### config.mk
export PLATFORM = sky130hd
export DESIGN_NAME = vpu_ub_writeback
export DESIGN_NICKNAME = d
export VERILOG_FILES = /design/src/rtl/vpu_ub_writeback.sv
export SDC_FILE = /design/constraint.sdc
export NUM_CORES = 1
export LEC_CHECK = 0
export ABC_AREA = 1
export CAP_MARGIN = 0
export CORE_MARGIN = 2
export CORE_UTILIZATION = 40
export CTS_BUF_LIST = sky130_fd_sc_hd__clkbuf_16
export DETAILED_ROUTE_END_ITERATION = 6
export PLACE_DENSITY_LB_ADDON = 0.05
export SLEW_MARGIN = 20
export SYNTH_ARGS = -nofsm -noshare
export SYNTH_HDL_FRONTEND = slang
export SYNTH_SLANG_ARGS = --single-unit
### constraint.sdc
create_clock -name clk -period 5.4 [get_ports clk]
set_clock_uncertainty 0.1 [all_clocks]
set_input_delay 0.54 -clock clk [delete_from_list [all_inputs] [get_ports clk]]
set_output_delay 0.54 -clock clk [all_outputs]
set_load 0.02 [all_outputs]
### src/rtl/vpu_ub_writeback.sv
// VPU -> unified-buffer writeback stage.
// Takes the four staggered VPU output lanes (lane k trails lane 1 by k-1
// cycles) and realigns them into 4-wide rows. The rows are queued in a small
// FIFO and written to the UB at consecutive addresses over a ready/valid
// handshake. Each start pulse runs one transfer.
//
// Ports:
//   clk, rst (sync, active-low)
//   start, base_addr, num_rows            transfer control (sampled in IDLE)
//   vpu_data_in_1..4, vpu_valid_in_1..4   skewed VPU lanes
//   ub_wr_ready                           UB accepts a write this cycle
//   ub_wr_en, ub_wr_addr, ub_wr_data_1..4 UB write request from the FIFO head
//   busy, done                            transfer status
//   skew_err, overflow_err                sticky error flags, cleared on start
module vpu_ub_writeback #(
    parameter int unsigned DATA_W     = 16,
    parameter int unsigned ADDR_W     = 8,
    parameter int unsigned FIFO_DEPTH = 4
) (
    input  logic              clk,
    input  logic              rst,
    input  logic              start,
    input  logic [ADDR_W-1:0] base_addr,
    input  logic [ADDR_W-1:0] num_rows,
    input  logic [DATA_W-1:0] vpu_data_in_1,
    input  logic [DATA_W-1:0] vpu_data_in_2,
    input  logic [DATA_W-1:0] vpu_data_in_3,
    input  logic [DATA_W-1:0] vpu_data_in_4,
    input  logic              vpu_valid_in_1,
    input  logic              vpu_valid_in_2,
    input  logic              vpu_valid_in_3,
    input  logic              vpu_valid_in_4,
    input  logic              ub_wr_ready,
    output logic              ub_wr_en,
    output logic [ADDR_W-1:0] ub_wr_addr,
    output logic [DATA_W-1:0] ub_wr_data_1,
    output logic [DATA_W-1:0] ub_wr_data_2,
    output logic [DATA_W-1:0] ub_wr_data_3,
    output logic [DATA_W-1:0] ub_wr_data_4,
    output logic              busy,
    output logic              done,
    output logic              skew_err,
    output logic              overflow_err
);

    localparam int unsigned PTR_W = $clog2(FIFO_DEPTH);
    localparam int unsigned CNT_W = PTR_W + 1;

    typedef enum logic [1:0] {
        S_IDLE  = 2'd0,
        S_RUN   = 2'd1,
        S_DRAIN = 2'd2,
        S_DONE  = 2'd3
    } state_t;

    state_t r_state;
    state_t w_state_nxt;

    // Deskew delay lines: lane 1 delayed 3, lane 2 by 2, lane 3 by 1, lane 4 by 0.
    logic [2:0]             r_v1;
    logic [1:0]             r_v2;
    logic                   r_v3;
    logic [2:0][DATA_W-1:0] r_d1;
    logic [1:0][DATA_W-1:0] r_d2;
    logic      [DATA_W-1:0] r_d3;

    // Transfer context
    logic [ADDR_W-1:0] r_base;
    logic [ADDR_W-1:0] r_num_rows;
    logic [ADDR_W-1:0] r_acc_cnt;
    logic [ADDR_W-1:0] r_wr_cnt;
    logic              r_skew_err;
    logic              r_overflow_err;
    logic              r_busy;
    logic              r_done;

    // Aligned-row FIFO; each entry carries its own UB address.
    logic [ADDR_W-1:0]      r_mem_addr [FIFO_DEPTH];
    logic [3:0][DATA_W-1:0] r_mem_data [FIFO_DEPTH];
    logic [PTR_W-1:0]       r_wr_ptr;
    logic [PTR_W-1:0]       r_rd_ptr;
    logic [CNT_W-1:0]       r_count;

    logic [3:0]             w_av;
    logic                   w_all_v;
    logic                   w_any_v;
    logic [3:0][DATA_W-1:0] w_row;
    logic                   w_start_acc;
    logic                   w_accept;
    logic                   w_skew;
    logic                   w_nonempty;
    logic                   w_full;
    logic                   w_pop;
    logic                   w_push;
    logic                   w_drop;
    logic [ADDR_W-1:0]      w_push_addr;

    // Aligned view of the four lanes (index 0 = lane 1)
    assign w_av    = {vpu_valid_in_4, r_v3, r_v2[1], r_v1[2]};
    assign w_row   = {vpu_data_in_4, r_d3, r_d2[1], r_d1[2]};
    assign w_all_v = &w_av;
    assign w_any_v = |w_av;

    assign w_start_acc = (r_state == S_IDLE) && start;
    assign w_accept    = (r_state == S_RUN) && w_all_v && (r_acc_cnt < r_num_rows);
    assign w_skew      = (r_state == S_RUN) && w_any_v && !w_all_v;

    assign w_nonempty  = (r_count != '0);
    assign w_full      = (r_count == CNT_W'(FIFO_DEPTH));
    assign w_pop       = w_nonempty && ub_wr_ready;
    // A full FIFO still takes the row if the head leaves in the same cycle.
    assign w_push      = w_accept && (!w_full || w_pop);
    assign w_drop      = w_accept && !w_push;
    assign w_push_addr = ADDR_W'(r_base + r_acc_cnt);

    // Delay-line shift registers
    always_ff @(posedge clk) begin
        if (!rst) begin
            r_v1 <= '0;
            r_v2 <= '0;
            r_v3 <= 1'b0;
            r_d1 <= '0;
            r_d2 <= '0;
            r_d3 <= '0;
        end else begin
            r_v1 <= {r_v1[1:0], vpu_valid_in_1};
            r_v2 <= {r_v2[0], vpu_valid_in_2};
            r_v3 <= vpu_valid_in_3;
            r_d1 <= {r_d1[1:0], vpu_data_in_1};
            r_d2 <= {r_d2[0], vpu_data_in_2};
            r_d3 <= vpu_data_in_3;
        end
    end

    // FIFO storage; validity is tracked by r_count, so no reset is needed here.
    always_ff @(posedge clk) begin
        if (w_push) begin
            r_mem_addr[r_wr_ptr] <= w_push_addr;
            r_mem_data[r_wr_ptr] <= w_row;
        end
    end

    // Next-state logic
    always_comb begin
        w_state_nxt = r_state;
        case (r_state)
            S_IDLE: begin
                if (start) begin
                    w_state_nxt = (num_rows == '0) ? S_DONE : S_RUN;
                end
            end
            S_RUN: begin
                if (r_acc_cnt == r_num_rows) begin
                    w_state_nxt = S_DRAIN;
                end
            end
            S_DRAIN: begin
                if (r_wr_cnt == r_num_rows) begin
                    w_state_nxt = S_DONE;
                end
            end
            S_DONE: begin
                w_state_nxt = S_IDLE;
            end
            default: begin
                w_state_nxt = S_IDLE;
            end
        endcase
    end

    // State, counters, FIFO pointers and status flags
    always_ff @(posedge clk) begin
        if (!rst) begin
            r_state        <= S_IDLE;
            r_base         <= '0;
            r_num_rows     <= '0;
            r_acc_cnt      <= '0;
            r_wr_cnt       <= '0;
            r_skew_err     <= 1'b0;
            r_overflow_err <= 1'b0;
            r_busy         <= 1'b0;
            r_done         <= 1'b0;
            r_wr_ptr       <= '0;
            r_rd_ptr       <= '0;
            r_count        <= '0;
        end else begin
            r_state <= w_state_nxt;
            r_busy  <= (w_state_nxt == S_RUN) || (w_state_nxt == S_DRAIN);
            r_done  <= (w_state_nxt == S_DONE);

            if (w_start_acc) begin
                r_base         <= base_addr;
                r_num_rows     <= num_rows;
                r_acc_cnt      <= '0;
                r_wr_cnt       <= '0;
                r_skew_err     <= 1'b0;
                r_overflow_err <= 1'b0;
            end else begin
                if (w_accept) begin
                    r_acc_cnt <= r_acc_cnt + ADDR_W'(1);
                end
                // A dropped row is retired as if written so DRAIN can finish.
                if (w_pop || w_drop) begin
                    r_wr_cnt <= r_wr_cnt + ADDR_W'(1);
                end
                if (w_skew) begin
                    r_skew_err <= 1'b1;
                end
                if (w_drop) begin
                    r_overflow_err <= 1'b1;
                end
            end

            if (w_push) begin
                r_wr_ptr <= r_wr_ptr + PTR_W'(1);
            end
            if (w_pop) begin
                r_rd_ptr <= r_rd_ptr + PTR_W'(1);
            end
            case ({w_push, w_pop})
                2'b10:   r_count <= r_count + CNT_W'(1);
                2'b01:   r_count <= r_count - CNT_W'(1);
                default: r_count <= r_count;
            endcase
        end
    end

    // Write side is the registered FIFO head, forced to zero when empty.
    assign ub_wr_en     = w_nonempty;
    assign ub_wr_addr   = w_nonempty ? r_mem_addr[r_rd_ptr]    : '0;
    assign ub_wr_data_1 = w_nonempty ? r_mem_data[r_rd_ptr][0] : '0;
    assign ub_wr_data_2 = w_nonempty ? r_mem_data[r_rd_ptr][1] : '0;
    assign ub_wr_data_3 = w_nonempty ? r_mem_data[r_rd_ptr][2] : '0;
    assign ub_wr_data_4 = w_nonempty ? r_mem_data[r_rd_ptr][3] : '0;

    assign busy         = r_busy;
    assign done         = r_done;
    assign skew_err     = r_skew_err;
    assign overflow_err = r_overflow_err;

endmodule

# Yosys cells after proc, flatten, opt, wreduce, memory -nomap -nowiden
# Memory sizes are Yosys's and may differ from the RTL's. A register that Yosys moved wholly into a read port is not among the register bits.
# Index checks and enable logic that the tools add are counted.
[word_totals] register_bits=147 ramBits=288 input_bits=88 output_inout_bits=77 elab_cells=81 mem_count=2
[memory_table] name="r_mem_data" words=4 width=64 read_ports=1 rd_ports_with_merged_regs=1 write_ports=1 line_no="79" source="logic [3:0][DATA_W-1:0] r_mem_data [FIFO_DEPTH];"
[memory_table] name="r_mem_addr" words=4 width=8 read_ports=1 rd_ports_with_merged_regs=1 write_ports=1 line_no="78" source="logic [ADDR_W-1:0] r_mem_addr [FIFO_DEPTH];"
[op_classes] n_addsub=7 magnitude_cmp=1 eq_ne=11 n_mux=17 n_bitwise=1 n_reduce_logical=21
[op_table] operator="2-to-1 mux 16 bit" n=4
[op_table] operator="adder 8 x 1 -> 8 bit, second input constant" n=2
[op_table] operator="equality test 8 bit" n=2
[op_table] operator="2-to-1 mux 2 bit" n=8
[op_table] operator="equality test 2 bit, second input constant" n=5
[op_table] operator="adder 8 bit" n=1
[op_table] operator="logical AND 1 bit" n=8
[op_table] operator="zero test 8 bit" n=1
[op_table] operator="less-than comparator 8 bit" n=1
[op_table] operator="2-to-1 mux 8 bit" n=1
[op_table] operator="case mux 2 bit (4 select lines)" n=1
[op_table] operator="equality test 2 x 1 -> 1 bit, second input constant" n=3
[op_table] operator="case mux 3 bit (2 select lines)" n=1
[op_table] operator="adder 2 x 1 -> 2 bit, second input constant" n=2
[op_table] operator="AND reduction 4 bit" n=1
[op_table] operator="OR reduction 4 bit" n=1
[op_table] operator="adder 3 x 1 -> 3 bit, second input constant" n=1
[op_table] operator="equality test 3 bit, second input constant" n=1
[op_table] operator="zero test 1 bit" n=3
[op_table] operator="logical OR 1 bit" n=3
[op_table] operator="nonzero test 3 bit" n=1
[op_table] operator="subtractor 3 x 1 -> 3 bit, second input constant" n=1
[op_table] operator="zero test 2 bit" n=1
[op_table] operator="2-to-1 mux 1 bit" n=2
[op_table] operator="other kinds (3)" n=3

# Logic depth before layout (Yosys ltp)
# Gate-level depths: netlist (run 1).
[depth] ltp_word=7 ltp_mapped=16 ltp_nobuf=16

# Worst setup path before layout (run 1)
# OpenSTA, ideal clock, no wires.
[synth_timing] path_kind="register to register" start="register r_num_rows[7]" end="memory r_mem_addr[0][0] (enable)" setup_time_ns=0.503 arrival_ns=4.307 required_ns=4.797 slack_ns=0.491 path_stages_with_launch=10 n_path_buf=0 synth_period_minus_slack_ns=4.909 path_cell_list="dfxtp_1 inv_1 ha_1 nand2_1 inv_1 nor2_1 nand3_1 nor2_4 nand2_2 nor2_1"
[synth_between] elab_chain_cells=5
[synth_rtl] element="start, declared" line_no="69" source="logic [ADDR_W-1:0] r_num_rows;"
[synth_rtl] element="start signal, assigned" line_no="193" source="r_num_rows <= num_rows;"
[synth_rtl] element="less-than comparator 8 bit" line_no="105" source="assign w_accept = (r_state == S_RUN) && w_all_v && (r_acc_cnt < r_num_rows);"
[synth_rtl] element="logical AND 1 bit" line_no="105"
[synth_rtl] element="logical AND 1 bit" line_no="112" source="assign w_push = w_accept && (!w_full || w_pop);"
[synth_rtl] element="2-to-1 mux 1 bit" line_no="137" source="if (w_push) begin"
[synth_rtl] element="2-to-1 mux 1 bit (not written as such)" line_no="138" source="r_mem_addr[r_wr_ptr] <= w_push_addr;"
[synth_rtl] element="end, declared" line_no="78"
# No other way between the ends.

# Final worst setup path (run 1)
[layout_timing] start="register r_count[0]" end="output ub_wr_data_1[15]"
[layout_between] elab_chain_cells=2
[layout_rtl] element="start, declared" line_no="82" source="logic [CNT_W-1:0] r_count;"
[layout_rtl] element="start signal, assigned" line_no="221" source="2'b10: r_count <= r_count + CNT_W'(1);"
[layout_rtl] element="start signal, assigned" line_no="222" source="2'b01: r_count <= r_count - CNT_W'(1);"
[layout_rtl] element="start signal, assigned" line_no="223" source="default: r_count <= r_count;"
[layout_rtl] element="nonzero test 3 bit" line_no="108" source="assign w_nonempty = (r_count != '0);"
[layout_rtl] element="2-to-1 mux 16 bit" line_no="231" source="assign ub_wr_data_1 = w_nonempty ? r_mem_data[r_rd_ptr][0] : '0;"
[layout_rtl] element="end, declared" line_no="36" source="output logic [DATA_W-1:0] ub_wr_data_1,"
# No other way between the ends.

==> results.py, run 1 <==
metrics = {
    "setup_path": {
        "arrival_ns": 3.25,
        "critPathCaptureType": "output pin",
        "r2r_start": "r_acc_cnt[3]",
        "start_kind": "register",
        "worst-r2r-cell-count": 7,
        "ff2ff_setup_slack_ns": 2.29,
        "worstPathMaxFanout": 40,
        "critical_path_class": "register to output pin",
        "worstReg2RegEnd": "r_mem_data[0][36]",
        "cp.required_ns": 4.76,
    },
    "final_layout": {
        "drive_above_1_share_pct": 6.61,
        "antenna_cells": 0,
        "nNetsFinal": 1812,
        "num-fill-cells": 3746,
        "utilization_pct": 49.6,
        "synthToLayoutAreaGrowth_pct": 22.0,
    },
    "power_and_ir_drop": {
        "powerDensity_nw_per_um2": 383,
        "switchingPower_w": 0.00202,
        "clockPowerShare_pct": 38.5,
        "swShare_pct": 25.9,
        "power_frac_comb_pct": 14.3,
        "max-vdd-ir-drop_mv": 0.200,
        "power_frac_seq_pct": 47.2,
        "p_leak_nw": 8.07,
        "p_int_w": 0.00577,
    },
    "sta": {
        "fmax_mhz": 257,
        "rsz0062_at_grt": "false",
        "hold_viol_final": 0,
        "min_period_over_period_pct": 72.0,
        "drv_slew": 0,
        "fin_setup_tns_ns": 0,
        "hold_slack_ns": 0.307,
        "slew_headroom_pct": 33.0,
        "min_period_ns": 3.89,
        "worstMarginPinSlew_ns": 1.01,
        "finalSetupViolCount": 0,
    },
    "clock_tree": {
        "htree_levels": 2,
        "cts_hold_buf": 0,
        "clk_pin_slew_ns": 0.06,
        "tritoncts": "done",
        "clkSinkCount": 437,
        "cts_resized": 0,
        "clock_path_buffers": 3,
        "insertion_delay_ns": 0.56,
        "post_cts_buffers": 0,
        "cts_made_buffers": 48,
        "root_buffer": "clkbuf_16",
    },
    "synthesis": {
        "synth_area_leaders": "edfxtp_1 52%, dfxtp_1 18%, nor2_1 7.4%",
        "synth_area_leader_cell": "edfxtp_1",
        "syn_area_sq_um": 16700,
        "synthArstFlopShare_pct": 0,
        "synth_nets": 1655,
        "yosysWarnings": 0,
        "yosysSeqAreaShare_pct": 69.7,
        "yosys.area.top_type_share_pct": 51.8,
        "syn_inst": 1543,
        "synth_seq_cells": 437,
        "synth_edf_count": 288,
        "yosysUniqueCellTypes": 33,
        "syn_area_per_cell_sq_um": 10.8,
        "synth-main-ff-cell": "edfxtp_1",
    },
    "die": {
        "start_util_pct": 40.7,
        "core_sq_um": 41000,
        "die_area_sq_um": 43400,
        "fp-row-count": 74,
        "die_w_um": 208,
        "pin_count": 165,
        "die_h_um": 208,
    },
    "global_routing": {
        "antenna_found_initial": 0,
        "grt.overflow.total": 0,
        "grt_pass1_vias": 10700,
        "grt_pass1_wl_um": 59400,
        "grt_usage_pct": 17.5,
        "grt_max_degree": 80,
    },
    "routing": {
        "vias": 10700,
        "via_per_inst": 4.72,
        "post_drt_wl_per_cell_um": 16.5,
        "dr.pass1.iters": 5,
        "postRouteAntennaNets": 0,
        "drtIter0Drc": 641,
        "route.detailed.drc": 0,
        "routed_wl_um": 37500,
    },
    "status": {
        "outcome": "complete, no violations",
    },
    "hold_path": {
        "min_path_cells": 2,
        "min-delay-start": "r_d2[3]",
        "holdPathEnd": "r_d2[19]",
        "hp-class": "register to register",
    },
    "placement": {
        "gp_congestion": 0.792,
        "portBuffers": 164,
        "dpl.hpwl_um": 21900,
    },
    "job": {
        "drv_cap": 0,
    },
}
Yosys cell counts (8+ instances only):
master      n
nor2_1    329
buf_1      10
buf_2      22
dfxtp_1   149
clkbuf_1   39
nand2_2     8
ha_1       22
edfxtp_1  288
xor2_1     13
inv_1     156
nand3_1    23
nand2_1   158
o21ai_0   166
a21oi_1   113
flip-flops by register name (all words and copies together) (netlist names), 8 cells and up, named ones only:
| signal | count |
|---|---|
| r_wr_cnt | 8 |
| r_acc_cnt | 8 |
| r_d1 | 48 |
| r_d2 | 32 |
| r_num_rows | 8 |
| r_mem_addr | 32 |
| r_mem_data | 256 |
| r_base | 8 |
| r_d3 | 16 |
worst max-delay path by stage:
stage,endpoint,start,cells past startpoint
2_1_floorplan,r_mem_addr[0][0],r_num_rows[7],9
3_3_place_gp,r_mem_data[0][36],vpu_valid_in_4,10
3_5_place_dp,r_mem_data[0][36],vpu_valid_in_4,10
4_1_cts,ub_wr_data_1[15],r_count[0],6
5_1_grt,ub_wr_data_4[8],register,6
6_report,ub_wr_data_1[15],r_count[0],6
final cells by class:
class,count,area [sq um],area share [%]
Sequential cell,437,11600,57.2
Multi-Input combinational cell,870,4160,20.4
Timing Repair Buffer,179,1800,8.85
Clock buffer,49,1230,6.02
Tap cell,532,666,3.27
Inverter,164,626,3.07
Clock inverter,40,234,1.15
layout by cell type (no fill, tap or decap), drive strengths merged:
cell type      instances
nor2                 334
edfxtp               288
inv                  177
nand2                168
o21ai                166
clkdlybuf4s50        163
dfxtp                149
a21oi                116
clkbuf                49
nand3                 24
clkinv                24
ha                    22
buf                   16
xor2                  13
nand4                  7
xnor2                  5
o22ai                  4
nor4                   2
nand3b                 2
fa                     2
bufinv                 2
o211ai                 1
o221ai                 1
and2                   1
o21a                   1
a211oi                 1
clkinvlp               1
metal layers:
| layer | GRT usage [%] | vias up | wire (um) |
|---|---|---|---|
| met5 | 0 | - | 0 |
| met4 | 4.56 | 0 | 631 |
| met3 | 2.81 | 50 | 1540 |
| met2 | 28.6 | 220 | 17200 |
| met1 | 24.2 | 5021 | 18100 |
| li1 | - | 5436 | - |
power groups by stage:
stage | combinational (W) | clock [W] | sequential [W]
4_1_cts | 0.00114 | 0.00310 | 0.00367
5_1_grt | 0.00122 | 0.00323 | 0.00368
2_1_floorplan | 0.000638 | 0 | 0.00371
3_3_place_gp | 0.00113 | 0 | 0.00374
3_5_place_dp | 0.00113 | 0 | 0.00374
6_report | 0.00111 | 0.00300 | 0.00367
stage by stage:
stage	worst slack (ns)	cell area (sq um)	std cells	total power, W
2_1_floorplan	0.491	16700	1543	0.00435
3_3_place_gp	1.92	18900	2182	0.00488
3_5_place_dp	1.92	18900	2182	0.00488
4_1_cts	1.40	20400	2271	0.00791
5_1_grt	1.31	20400	2271	0.00814
6_report	1.51	20400	2271	0.00779
critical path: stages, from the launching register on:
cell             delay (ns)
dfxtp_1                0.43
nor2_4                 0.07
nand2_2                0.11
clkinv_2               0.61
buf_4                  0.49
a21oi_1                0.26
clkdlybuf4s50_1        0.66
cells by family after synthesis:
| family | count (synthesis) | synth area share (%) |
|---|---|---|
| flops | 437 | 69.7 |
| compound gates | 290 | 8.86 |
| xor+xnor | 18 | 0.945 |
| fa+ha+maj | 24 | 1.89 |
| buf+inv | 236 | 5.53 |
| simple gates | 538 | 13.1 |
No activity file was read; power rests on OpenSTA's default activity.
==> inputs of run 2 (changes only) <==
==> constraint.sdc (replaced) <==
create_clock -name clk -period 3.2 [get_ports clk]
set_clock_uncertainty 0.1 [all_clocks]
set_input_delay 0.32 -clock clk [delete_from_list [all_inputs] [get_ports clk]]
set_output_delay 0.32 -clock clk [all_outputs]
set_load 0.02 [all_outputs]
==> run 2 against run 1 <==
- first-iteration DRC count fell by 0.78%
- global-route usage fell by 0.35 points
- total power up 68%
- sequential share of layout area fell by 0.36 points
- critical path type unchanged
- highest routed layer unchanged
- clock-buffer cell count shrank 2
- largest power group unchanged
==> results.py, run 2 (synthesized netlist as in run 1, its figures left out) <==
metrics = {
    "final_layout": {
        "final_common_cell": "nor2_1",
        "antenna_cells": 0,
        "synthToLayoutAreaGrowth_pct": 22.8,
        "largest_reg_flops": 256,
        "layout_common_cells": "325 x nor2_1, 288 x edfxtp_1, 166 x inv_1, 166 x o21ai_0, 162 x clkdlybuf4s50_1",
        "largest-register": "r_mem_data",
        "drive_above_1_share_pct": 7.11,
        "nNetsFinal": 1821,
        "finalInstanceArea_sq_um": 20500,
        "top_regs": "r_mem_data (256), r_d1 (48)",
    },
    "die": {
        "die_h_um": 208,
        "core_sq_um": 41000,
        "fp-row-count": 74,
        "die_area_sq_um": 43400,
        "pin_count": 165,
        "die_w_um": 208,
        "start_util_pct": 40.7,
    },
    "power_and_ir_drop": {
        "clockPowerShare_pct": 37.7,
        "max-vdd-ir-drop_mv": 0.400,
        "power_frac_seq_pct": 47.3,
        "powerDensity_nw_per_um2": 637,
        "p_leak_nw": 8.12,
        "switchingPower_w": 0.00339,
        "power_frac_comb_pct": 14.9,
        "p_int_w": 0.00967,
        "swShare_pct": 25.9,
    },
    "sta": {
        "min_period_ns": 3.06,
        "min_period_over_period_pct": 95.6,
        "finalSetupViolCount": 0,
        "rsz0062_at_grt": "false",
        "slew_headroom_pct": 51.8,
        "fmax_mhz": 327,
        "drv_slew": 0,
        "worst_slack_ns": 0.139,
        "hold_viol_final": 0,
        "hold_slack_ns": 0.0562,
        "worstMarginPinSlew_ns": 0.723,
    },
    "global_routing": {
        "grt.overflow.total": 0,
        "grt_max_degree": 104,
        "grt_usage_pct": 17.1,
        "antenna_found_initial": 0,
        "grt_pass1_wl_um": 58500,
        "grt_pass1_vias": 10500,
    },
    "routing": {
        "routed_wl_um": 36900,
        "via_per_inst": 4.73,
        "postRouteAntennaNets": 0,
        "dr.pass1.iters": 4,
        "drtIter0Drc": 636,
        "post_drt_wl_per_cell_um": 16.2,
        "route.detailed.drc": 0,
        "vias": 10800,
    },
    "setup_path": {
        "crit_cells": 5,
        "start_kind": "register",
        "crit_buf_inv": 3,
        "cp.required_ns": 2.78,
        "critPathCaptureType": "output pin",
        "ff2ff_setup_slack_ns": 0.63,
        "path_cells": "inv_6, buf_12, o21ai_0, a21oi_1, clkdlybuf4s50_1",
        "worstReg2RegEnd": "r_mem_data[2][23]",
        "critPathMaxStageDelay_ns": 0.66,
        "worst_path_max_delay_cell": "clkdlybuf4s50_1",
        "r2r_start": "r_num_rows[7]",
        "critical_path_class": "register to output pin",
        "worst-r2r-cell-count": 10,
        "worstPathMaxFanout": 56,
        "arrival_ns": 2.64,
        "crit_family": "buffers and inverters",
    },
    "clock_tree": {
        "cts_made_buffers": 46,
        "insertion_delay_ns": 0.56,
        "clock_path_buffers": 3,
        "clkSinkCount": 437,
        "clk_pin_slew_ns": 0.06,
        "htree_levels": 2,
        "tritoncts": "done",
        "root_buffer": "clkbuf_16",
        "cts_hold_buf": 0,
    },
    "placement": {
        "dpl.hpwl_um": 21600,
        "placed_cell_area_sq_um": 19000,
        "post-place-ws_ns": 0.515,
        "gp_congestion": 0.740,
        "portBuffers": 164,
    },
    "hold_path": {
        "min-delay-start": "rst",
        "min_path_cells": 3,
        "holdPathEnd": "r_d3[10]",
        "hp-class": "primary input to register",
    },
    "status": {
        "outcome": "complete, no violations",
    },
    "job": {
        "drv_cap": 0,
    },
}
## run 2: power by group through the flow
stage	logic, W	clock network, W	registers (W)
2_1_floorplan	0.00108	0	0.00627
6_report	0.00195	0.00492	0.00618
3_3_place_gp	0.00192	0	0.00631
4_1_cts	0.00197	0.00507	0.00618
5_1_grt	0.00214	0.00529	0.00619
3_5_place_dp	0.00193	0	0.00632
## run 2: worst max path at each step
stage / endpoint / slack, ns
after CTS: ub_wr_data_1[15] / 0.02
after detailed placement: ub_wr_data_3[15] / 0.51
after global routing: ub_wr_data_3[12] / 0.02
final: ub_wr_data_3[2] / 0.14
after floorplan: r_mem_addr[0][0] / -0.52
after global placement: ub_wr_data_3[15] / 0.49
## run 2: metrics by stage
stage          util, %  total power [W]  cells  TNS, ns
5_1_grt           49.9           0.0136   2277        0
4_1_cts           49.9           0.0132   2276        0
3_5_place_dp      46.4          0.00825   2191        0
6_report          49.9           0.0131   2277        0
2_1_floorplan        -          0.00734   1543  -150.09
3_3_place_gp      46.4          0.00823   2191        0
## run 2: timing repair
item,CTS,global route
buffers inserted,1,1
resized for setup,6,5
setup endpoints to repair,43,25
## run 2: worst reg2reg max path, cell delays in order (launching register included)
cell	delay [ns]
dfxtp_1	0.33
inv_1	0.09
ha_1	0.32
nand2_1	0.10
inv_1	0.04
nor2_1	0.13
nand3_1	0.13
nor2_4	0.20
nand2_2	0.21
nor2_4	0.17
buf_4	0.37
## run 2: cell type report
| cell class | count | area [sq um] |
|---|---|---|
| inverter | 164 | 633 |
| fill | 3756 | 20500 |
| clock inverter | 37 | 210 |
| sequential | 437 | 11600 |
| clock buffer | 47 | 1180 |
| tap | 532 | 666 |
| multi-input combinational | 870 | 4170 |
| timing repair buffer | 190 | 1990 |
## run 2: layer usage
metal / share of wire (%) / vias to the layer above / track usage (%)
li1: - / 5453 / -
met1: 48 / 5059 / 24.1
met2: 46 / 212 / 27.1
met3: 4.3 / 44 / 2.91
met4: 1.9 / 0 / 5.23
met5: 0 / - / 0
